File: src/rtl/uart_pkg.sv
// ---------------------------------------------------------------------------
// uart_pkg
// Shared definitions for the UART transmit feeder slice.
//   UART_BYTE_W         width of one UART payload byte
//   TX_TIMEOUT_DEFAULT  default number of cycles the transmitter is given to
//                       acknowledge a send request
//   drain_state_t       states of the drain controller in uart_tx_feeder
// ---------------------------------------------------------------------------
package uart_pkg;

    localparam int UART_BYTE_W        = 8;
    localparam int TX_TIMEOUT_DEFAULT = 32;

    typedef enum logic [1:0] {
        DRAIN_IDLE      = 2'd0,
        DRAIN_REQ       = 2'd1,
        DRAIN_WAIT_BUSY = 2'd2,
        DRAIN_WAIT_IDLE = 2'd3
    } drain_state_t;

endpackage

File: src/rtl/uart_byte_fifo.sv
// ---------------------------------------------------------------------------
// uart_byte_fifo
// Byte FIFO feeding the drain controller. The head byte is always visible on
// rd_data; asserting rd_en consumes it.
// Ports:
//   clock, reset_n  system clock, synchronous active-low reset
//   wr_en, wr_data  push request and byte (dropped when full)
//   rd_en           pop the head byte (ignored when empty)
//   rd_data         current head byte
//   full, empty     occupancy flags decoded from level
//   level           occupancy 0..DEPTH
//   overflow        sticky flag: push attempted while full
// ---------------------------------------------------------------------------
module uart_byte_fifo
    import uart_pkg::*;
#(
    parameter int DEPTH  = 16,
    parameter int ADDR_W = 4
) (
    input  logic                   clock,
    input  logic                   reset_n,
    input  logic                   wr_en,
    input  logic [UART_BYTE_W-1:0] wr_data,
    input  logic                   rd_en,
    output logic [UART_BYTE_W-1:0] rd_data,
    output logic                   full,
    output logic                   empty,
    output logic [ADDR_W:0]        level,
    output logic                   overflow
);

    localparam logic [ADDR_W:0] LEVEL_FULL = (ADDR_W + 1)'(DEPTH);

    logic [UART_BYTE_W-1:0] mem_q [DEPTH];
    logic [UART_BYTE_W-1:0] mem_d [DEPTH];
    logic [ADDR_W-1:0]      wr_ptr_q, wr_ptr_d;
    logic [ADDR_W-1:0]      rd_ptr_q, rd_ptr_d;
    logic [ADDR_W:0]        level_q, level_d;
    logic                   overflow_q, overflow_d;
    logic                   push;
    logic                   pop;

    // Fullness is judged on the registered level, so a pop in the same
    // cycle never makes room for a push into a full FIFO.
    assign full  = (level_q == LEVEL_FULL);
    assign empty = (level_q == '0);
    assign push  = wr_en && !full;
    assign pop   = rd_en && !empty;

    assign rd_data  = mem_q[rd_ptr_q];
    assign level    = level_q;
    assign overflow = overflow_q;

    // Next-state for storage, pointers, occupancy and the overflow flag.
    // Pointers are ADDR_W wide and DEPTH is a power of two, so they wrap
    // naturally.
    always_comb begin
        mem_d      = mem_q;
        wr_ptr_d   = wr_ptr_q;
        rd_ptr_d   = rd_ptr_q;
        level_d    = level_q;
        overflow_d = overflow_q || (wr_en && full);
        if (push) begin
            mem_d[wr_ptr_q] = wr_data;
            wr_ptr_d        = wr_ptr_q + ADDR_W'(1);
        end
        if (pop) begin
            rd_ptr_d = rd_ptr_q + ADDR_W'(1);
        end
        if (push && !pop) begin
            level_d = level_q + (ADDR_W + 1)'(1);
        end else if (pop && !push) begin
            level_d = level_q - (ADDR_W + 1)'(1);
        end
    end

    // Control state; reset empties the FIFO and clears the overflow flag.
    always_ff @(posedge clock) begin
        if (!reset_n) begin
            wr_ptr_q   <= '0;
            rd_ptr_q   <= '0;
            level_q    <= '0;
            overflow_q <= 1'b0;
        end else begin
            wr_ptr_q   <= wr_ptr_d;
            rd_ptr_q   <= rd_ptr_d;
            level_q    <= level_d;
            overflow_q <= overflow_d;
        end
    end

    // Storage needs no reset: entries are only read after being written.
    always_ff @(posedge clock) begin
        mem_q <= mem_d;
    end

endmodule

File: src/rtl/uart_tx_feeder.sv
// ---------------------------------------------------------------------------
// uart_tx_feeder
// Byte FIFO plus drain controller sitting in front of the UART transmitter.
// Bytes are offered one at a time over the uart_send / uart_done handshake;
// uart_data stays stable from the pop until the controller is idle again,
// and a transmitter that never acknowledges raises a sticky tx_timeout.
// Ports:
//   clock, reset_n   system clock, synchronous active-low reset
//   wr_en, wr_data   push request and byte from host logic
//   full, empty      FIFO occupancy flags
//   level            FIFO occupancy 0..DEPTH
//   overflow         sticky: push attempted while full
//   tx_timeout       sticky: transmitter failed to acknowledge a request
//   uart_send        request to the transmitter
//   uart_data        byte offered to the transmitter
//   uart_done        transmitter idle (1) / busy (0)
// ---------------------------------------------------------------------------
module uart_tx_feeder
    import uart_pkg::*;
#(
    parameter int DEPTH   = 16,
    parameter int ADDR_W  = 4,
    parameter int TIMEOUT = TX_TIMEOUT_DEFAULT
) (
    input  logic                   clock,
    input  logic                   reset_n,
    input  logic                   wr_en,
    input  logic [UART_BYTE_W-1:0] wr_data,
    output logic                   full,
    output logic                   empty,
    output logic [ADDR_W:0]        level,
    output logic                   overflow,
    output logic                   tx_timeout,
    output logic                   uart_send,
    output logic [UART_BYTE_W-1:0] uart_data,
    input  logic                   uart_done
);

    localparam int              TIMER_W    = $clog2(TIMEOUT);
    localparam logic [TIMER_W-1:0] TIMER_LAST = TIMER_W'(TIMEOUT - 1);

    drain_state_t           state_q, state_d;
    logic                   uart_send_q, uart_send_d;
    logic [UART_BYTE_W-1:0] uart_data_q, uart_data_d;
    logic [TIMER_W-1:0]     timer_q, timer_d;
    logic                   tx_timeout_q, tx_timeout_d;
    logic [UART_BYTE_W-1:0] head_data;
    logic                   pop;

    // A byte is popped only from IDLE with the transmitter ready.
    assign pop = (state_q == DRAIN_IDLE) && !empty && uart_done;

    uart_byte_fifo #(
        .DEPTH  (DEPTH),
        .ADDR_W (ADDR_W)
    ) u_fifo (
        .clock    (clock),
        .reset_n  (reset_n),
        .wr_en    (wr_en),
        .wr_data  (wr_data),
        .rd_en    (pop),
        .rd_data  (head_data),
        .full     (full),
        .empty    (empty),
        .level    (level),
        .overflow (overflow)
    );

    assign uart_send  = uart_send_q;
    assign uart_data  = uart_data_q;
    assign tx_timeout = tx_timeout_q;

    // Drain controller next-state. uart_data only changes on a pop, which
    // keeps it stable for the whole frame. A timed-out byte is dropped and
    // WAIT_IDLE still waits for the transmitter to report idle.
    always_comb begin
        state_d      = state_q;
        uart_send_d  = uart_send_q;
        uart_data_d  = uart_data_q;
        timer_d      = timer_q;
        tx_timeout_d = tx_timeout_q;
        case (state_q)
            DRAIN_IDLE: begin
                if (pop) begin
                    uart_data_d = head_data;
                    uart_send_d = 1'b1;
                    timer_d     = '0;
                    state_d     = DRAIN_REQ;
                end
            end
            DRAIN_REQ: begin
                if (!uart_done) begin
                    uart_send_d = 1'b0;
                    state_d     = DRAIN_WAIT_BUSY;
                end else if (timer_q == TIMER_LAST) begin
                    uart_send_d  = 1'b0;
                    tx_timeout_d = 1'b1;
                    state_d      = DRAIN_WAIT_IDLE;
                end else begin
                    timer_d = timer_q + TIMER_W'(1);
                end
            end
            DRAIN_WAIT_BUSY: begin
                state_d = DRAIN_WAIT_IDLE;
            end
            DRAIN_WAIT_IDLE: begin
                if (uart_done) begin
                    state_d = DRAIN_IDLE;
                end
            end
            default: begin
                state_d = DRAIN_IDLE;
            end
        endcase
    end

    // Registered FSM state and outputs.
    always_ff @(posedge clock) begin
        if (!reset_n) begin
            state_q      <= DRAIN_IDLE;
            uart_send_q  <= 1'b0;
            uart_data_q  <= '0;
            timer_q      <= '0;
            tx_timeout_q <= 1'b0;
        end else begin
            state_q      <= state_d;
            uart_send_q  <= uart_send_d;
            uart_data_q  <= uart_data_d;
            timer_q      <= timer_d;
            tx_timeout_q <= tx_timeout_d;
        end
    end

endmodule
File: config.mk
export PLATFORM = sky130hd
export DESIGN_NAME = uart_tx_feeder
export DESIGN_NICKNAME = d
export VERILOG_FILES = /design/src/rtl/uart_pkg.sv /design/src/rtl/uart_byte_fifo.sv /design/src/rtl/uart_tx_feeder.sv
export SDC_FILE = /design/constraint.sdc
export NUM_CORES = 1
export LEC_CHECK = 0
export BUFFER_PORTS_ARGS = -buffer_cell sky130_fd_sc_hd__clkbuf_2
export CORE_MARGIN = 2
export CORE_UTILIZATION = 60
export DETAILED_ROUTE_END_ITERATION = 7
export PLACE_DENSITY = 0.86
export SYNTH_ARGS = -nofsm -noshare
export SYNTH_HDL_FRONTEND = slang
export SYNTH_HIERARCHICAL = 1
export SYNTH_SLANG_ARGS = --single-unit
export TNS_END_PERCENT = 100
File: constraint.sdc
create_clock -name clock -period 4.13 [get_ports clock]
set_input_delay 0.413 -clock clock [delete_from_list [all_inputs] [get_ports clock]]
set_output_delay 0.413 -clock clock [all_outputs]
set_load 0.01 [all_outputs]
==> results.ini <==
[timing]
fin_worst_skew_ns = 0.00775
hold_violations = 0
worstMarginPinSlew_ns = 0.949
slew_violations = 0
fmax_mhz = 273
fin_crit_sh_pct = 88.7
min_period_ns = 3.67
finalSetupViolations = 0
rsz0062_at_grt = no
tns_ns = 0
max_slew_margin_pct = 36.5

[global_route]
grt_util_all_layers_pct = 24.3
grt_pass1_wl_mm = 20.7
grt_start_max_net_pins = 40
grt_pass1_vias = 3741
antenna_found_initial = 0
globalRouteOverflowTotal = 0

[placement]
port_buffers = 29
gp_congestion = 0.789
dp_hpwl_mm = 7.85

[floorplan]
fp-row-count = 38
start_util_pct = 61.4
dieArea_mm2 = 0.0120
die_h_um = 109
io_pins = 30
chipWidth_um = 109
core_area_mm2 = 0.0108

[cts]
htreeDepth = 4
cts_buffer_depth = 2
ctsHoldBuffers = 0
cts.sinks = 159
cts_tree = yes
cts_buffers = 17
cts_setup_buffers = 0
path_clk_slew_ns = 0.06
cts-root-buf = clkbuf_8
clock_latency_ns = 0.52
postCtsResizedCells = 0

[finish]
antenna_cells = 0
drive_gt1_share_pct = 28.9
area_growth_syn_to_layout_pct = 12.3
nNetsFinal = 462
multi_input_area_mm2 = 0.00205
n_fill_cell = 675
register_area_mm2 = 0.00447

[logic_synthesis]
ys_types = 56
ys_async_sr_fraction_pct = 0
ys_warn_count = 6
synth_cells = 402
synth-seq-cells = 159
syn_area_mm2 = 0.00666
yosysSeqAreaShare_pct = 67.1
synth_area_leader_cell = edfxtp_1
synth_ff_type = edfxtp_1
synth_top_area_share_pct = 57.7
synthesis.nets = 430
avgSynthCellArea_um2 = 16.6
synth_edf_count = 128
yosys-top-cells-area = edfxtp_1, mux4_2, dfxtp_1, ha_1, a22oi_1

[hold_path]
holdPathStages = 3
hold_path_startpoint = wr_en
hold-path-endpoint = u_fifo/overflow
min_path_type = input port to flop

[power]
finalPower_mw = 4.58
pwr_density_cell_mw_per_mm2 = 613
p_leak_nw = 2.52
peakVddDrop_uv = 323

[setup_path]
cp_cell_sequence = or4_1 -> nor2_1 -> nand3b_4 -> clkinv_4 -> o21ai_4 -> ha_1 -> inv_1 -> ha_1 -> a21o_2 -> a21oi_1 -> or4b_2 -> nand3_1
cpPeakStageDelay_ns = 0.73
slowest_stage = or4_1
path_delay_family = simple AND/OR/NAND/NOR gates
path_class = flop to flop
cp_num_buf_inv = 2
rr_worst_depth = 12
cp_max_fo = 10
required_ns = 4.58
path_common_cell = ha_1
cp-end-kind = flop
r2r_end = u_fifo/level[3]
startpoint_type = flop
arrival_ns = 4.12
r2r_start = u_fifo/level[0]
rrSetupSlack_ns = 0.46

[outcome]
status = finished clean

[detailed_routing]
wirelength_mm = 13.0
wire_per_inst_um = 22.2
drt_pass1_iterations = 4
route.detailed.drc = 0
num_vias = 3628
viasPerCell = 6.19
ant_nets = 0
drt_iter0_markers = 418

[job]
cap_violations = 0

[worst reg2reg max path: cells and delay by family (launching register included)]
family	cells	cell delay (ns)
compound gates	3	0.32
fa+ha+maj	2	0.52
buf+inv	2	0.26
flops	1	0.37
simple gates	5	2.13
[sequential cells by signal (all words and copies together) (netlist names)]
signal and flops:
u_fifo/level 5, timer_q 5, u_fifo/overflow 1, u_fifo/wr_ptr_q 4, uart_data 8, state_q 2, u_fifo/mem_q 128, tx_timeout 1
u_fifo/rd_ptr_q 4, uart_send 1
[cells in the final DEF (no fill, tap or decap), types with 2 or more instances in the layout]
cell,Yosys,layout
a31oi_1,2,2
nand2_2,9,9
clkinvlp_4,0,2
o21a_1,2,2
o21ai_0,2,2
edfxtp_1,128,128
nand4b_1,2,2
and2_1,7,7
clkinv_2,0,3
a21boi_2,8,8
nor3_1,4,4
clkinv_4,1,3
ha_1,15,15
o21ai_1,3,3
nor2b_1,10,10
bufinv_16,0,2
nand3_1,6,6
clkbuf_2,1,29
a22oi_1,18,18
nand2_1,28,28
nor2_1,17,17
mux2i_1,6,6
inv_1,7,7
buf_4,2,6
o211ai_1,2,2
clkbuf_1,10,2
clkbuf_16,0,16
inv_6,0,2
a21oi_1,5,5
dfxtp_1,31,30
xnor2_1,6,6
mux4_2,32,32
nand2b_1,4,4
[power breakdown]
part | switching [mW] | internal (mW) | total (mW)
clock network | 0.610 | 0.862 | 1.47
logic | 0.625 | 0.518 | 1.14
registers | 0.124 | 1.84 | 1.97
total | 1.36 | 3.22 | 4.58
[kinds of logic after synthesis]
group	Yosys count	share of synthesized area, %
adders and majority gates	16	3.12
and+or+nand+nor	98	8.08
DFF	159	67.1
buffers and inverters	31	2.16
AOI/OAI and AO/OA	54	7.05
muxes	38	11.7
xor gates and xnor gates	6	0.789
[through the flow]
stage	setup slack [ns]	hold slack [ns]	std cells	instance area [µm²]	utilization [%]
after global placement	0.711	0.458	555	6920	63.8
after floorplan	0.777	0.445	402	6660	-
final	0.465	0.234	586	7480	69.0
after CTS	0.505	0.208	586	7480	69.0
after detailed placement	0.568	0.461	555	6920	63.8
after global routing	0.275	0.235	586	7480	69.0
[layout make-up]
class / instances / area share [%]
clock buffers: 19 / 5.64
clock inverters: 12 / 1.82
inverters: 9 / 0.519
multi-input cells: 212 / 27.4
flip-flops and latches: 159 / 59.7
well taps: 140 / 2.34
repair buffers: 35 / 2.54
[cell usage after synthesis (all sizes together), types with 2 or more instances]
library cell	count
a21boi	8
a21oi	6
a22oi	18
a31oi	3
and2	7
buf	11
clkbuf	11
dfxtp	31
edfxtp	128
ha	15
inv	8
mux2i	6
mux4	32
nand2	38
nand2b	5
nand3	6
nand3b	2
nand4b	2
nor2	17
nor2b	10
nor3	5
nor3b	2
o211ai	3
o21a	2
o21ai	6
xnor2	6
[worst max-delay path by stage]
stage	start	end	slack (ns)	cells after the start
4_1_cts	u_fifo/level[0]	u_fifo/level[3]	0.50	12
3_5_place_dp	u_fifo/level[0]	u_fifo/level[3]	0.57	12
2_1_floorplan	u_fifo/level[0]	u_fifo/level[3]	0.78	13
3_3_place_gp	u_fifo/level[0]	u_fifo/level[3]	0.71	12
5_1_grt	u_fifo/level[0]	u_fifo/level[3]	0.27	12
6_report	u_fifo/level[0]	u_fifo/level[3]	0.46	12
[layer usage]
metal / part of all wire, % / GRT usage (%)
met5: 0 / 0
met4: 1.6 / 10.3
met3: 6.6 / 5.81
met2: 51 / 38.9
met1: 41 / 32.2
Note: power is estimated with default switching activity, not from simulation.
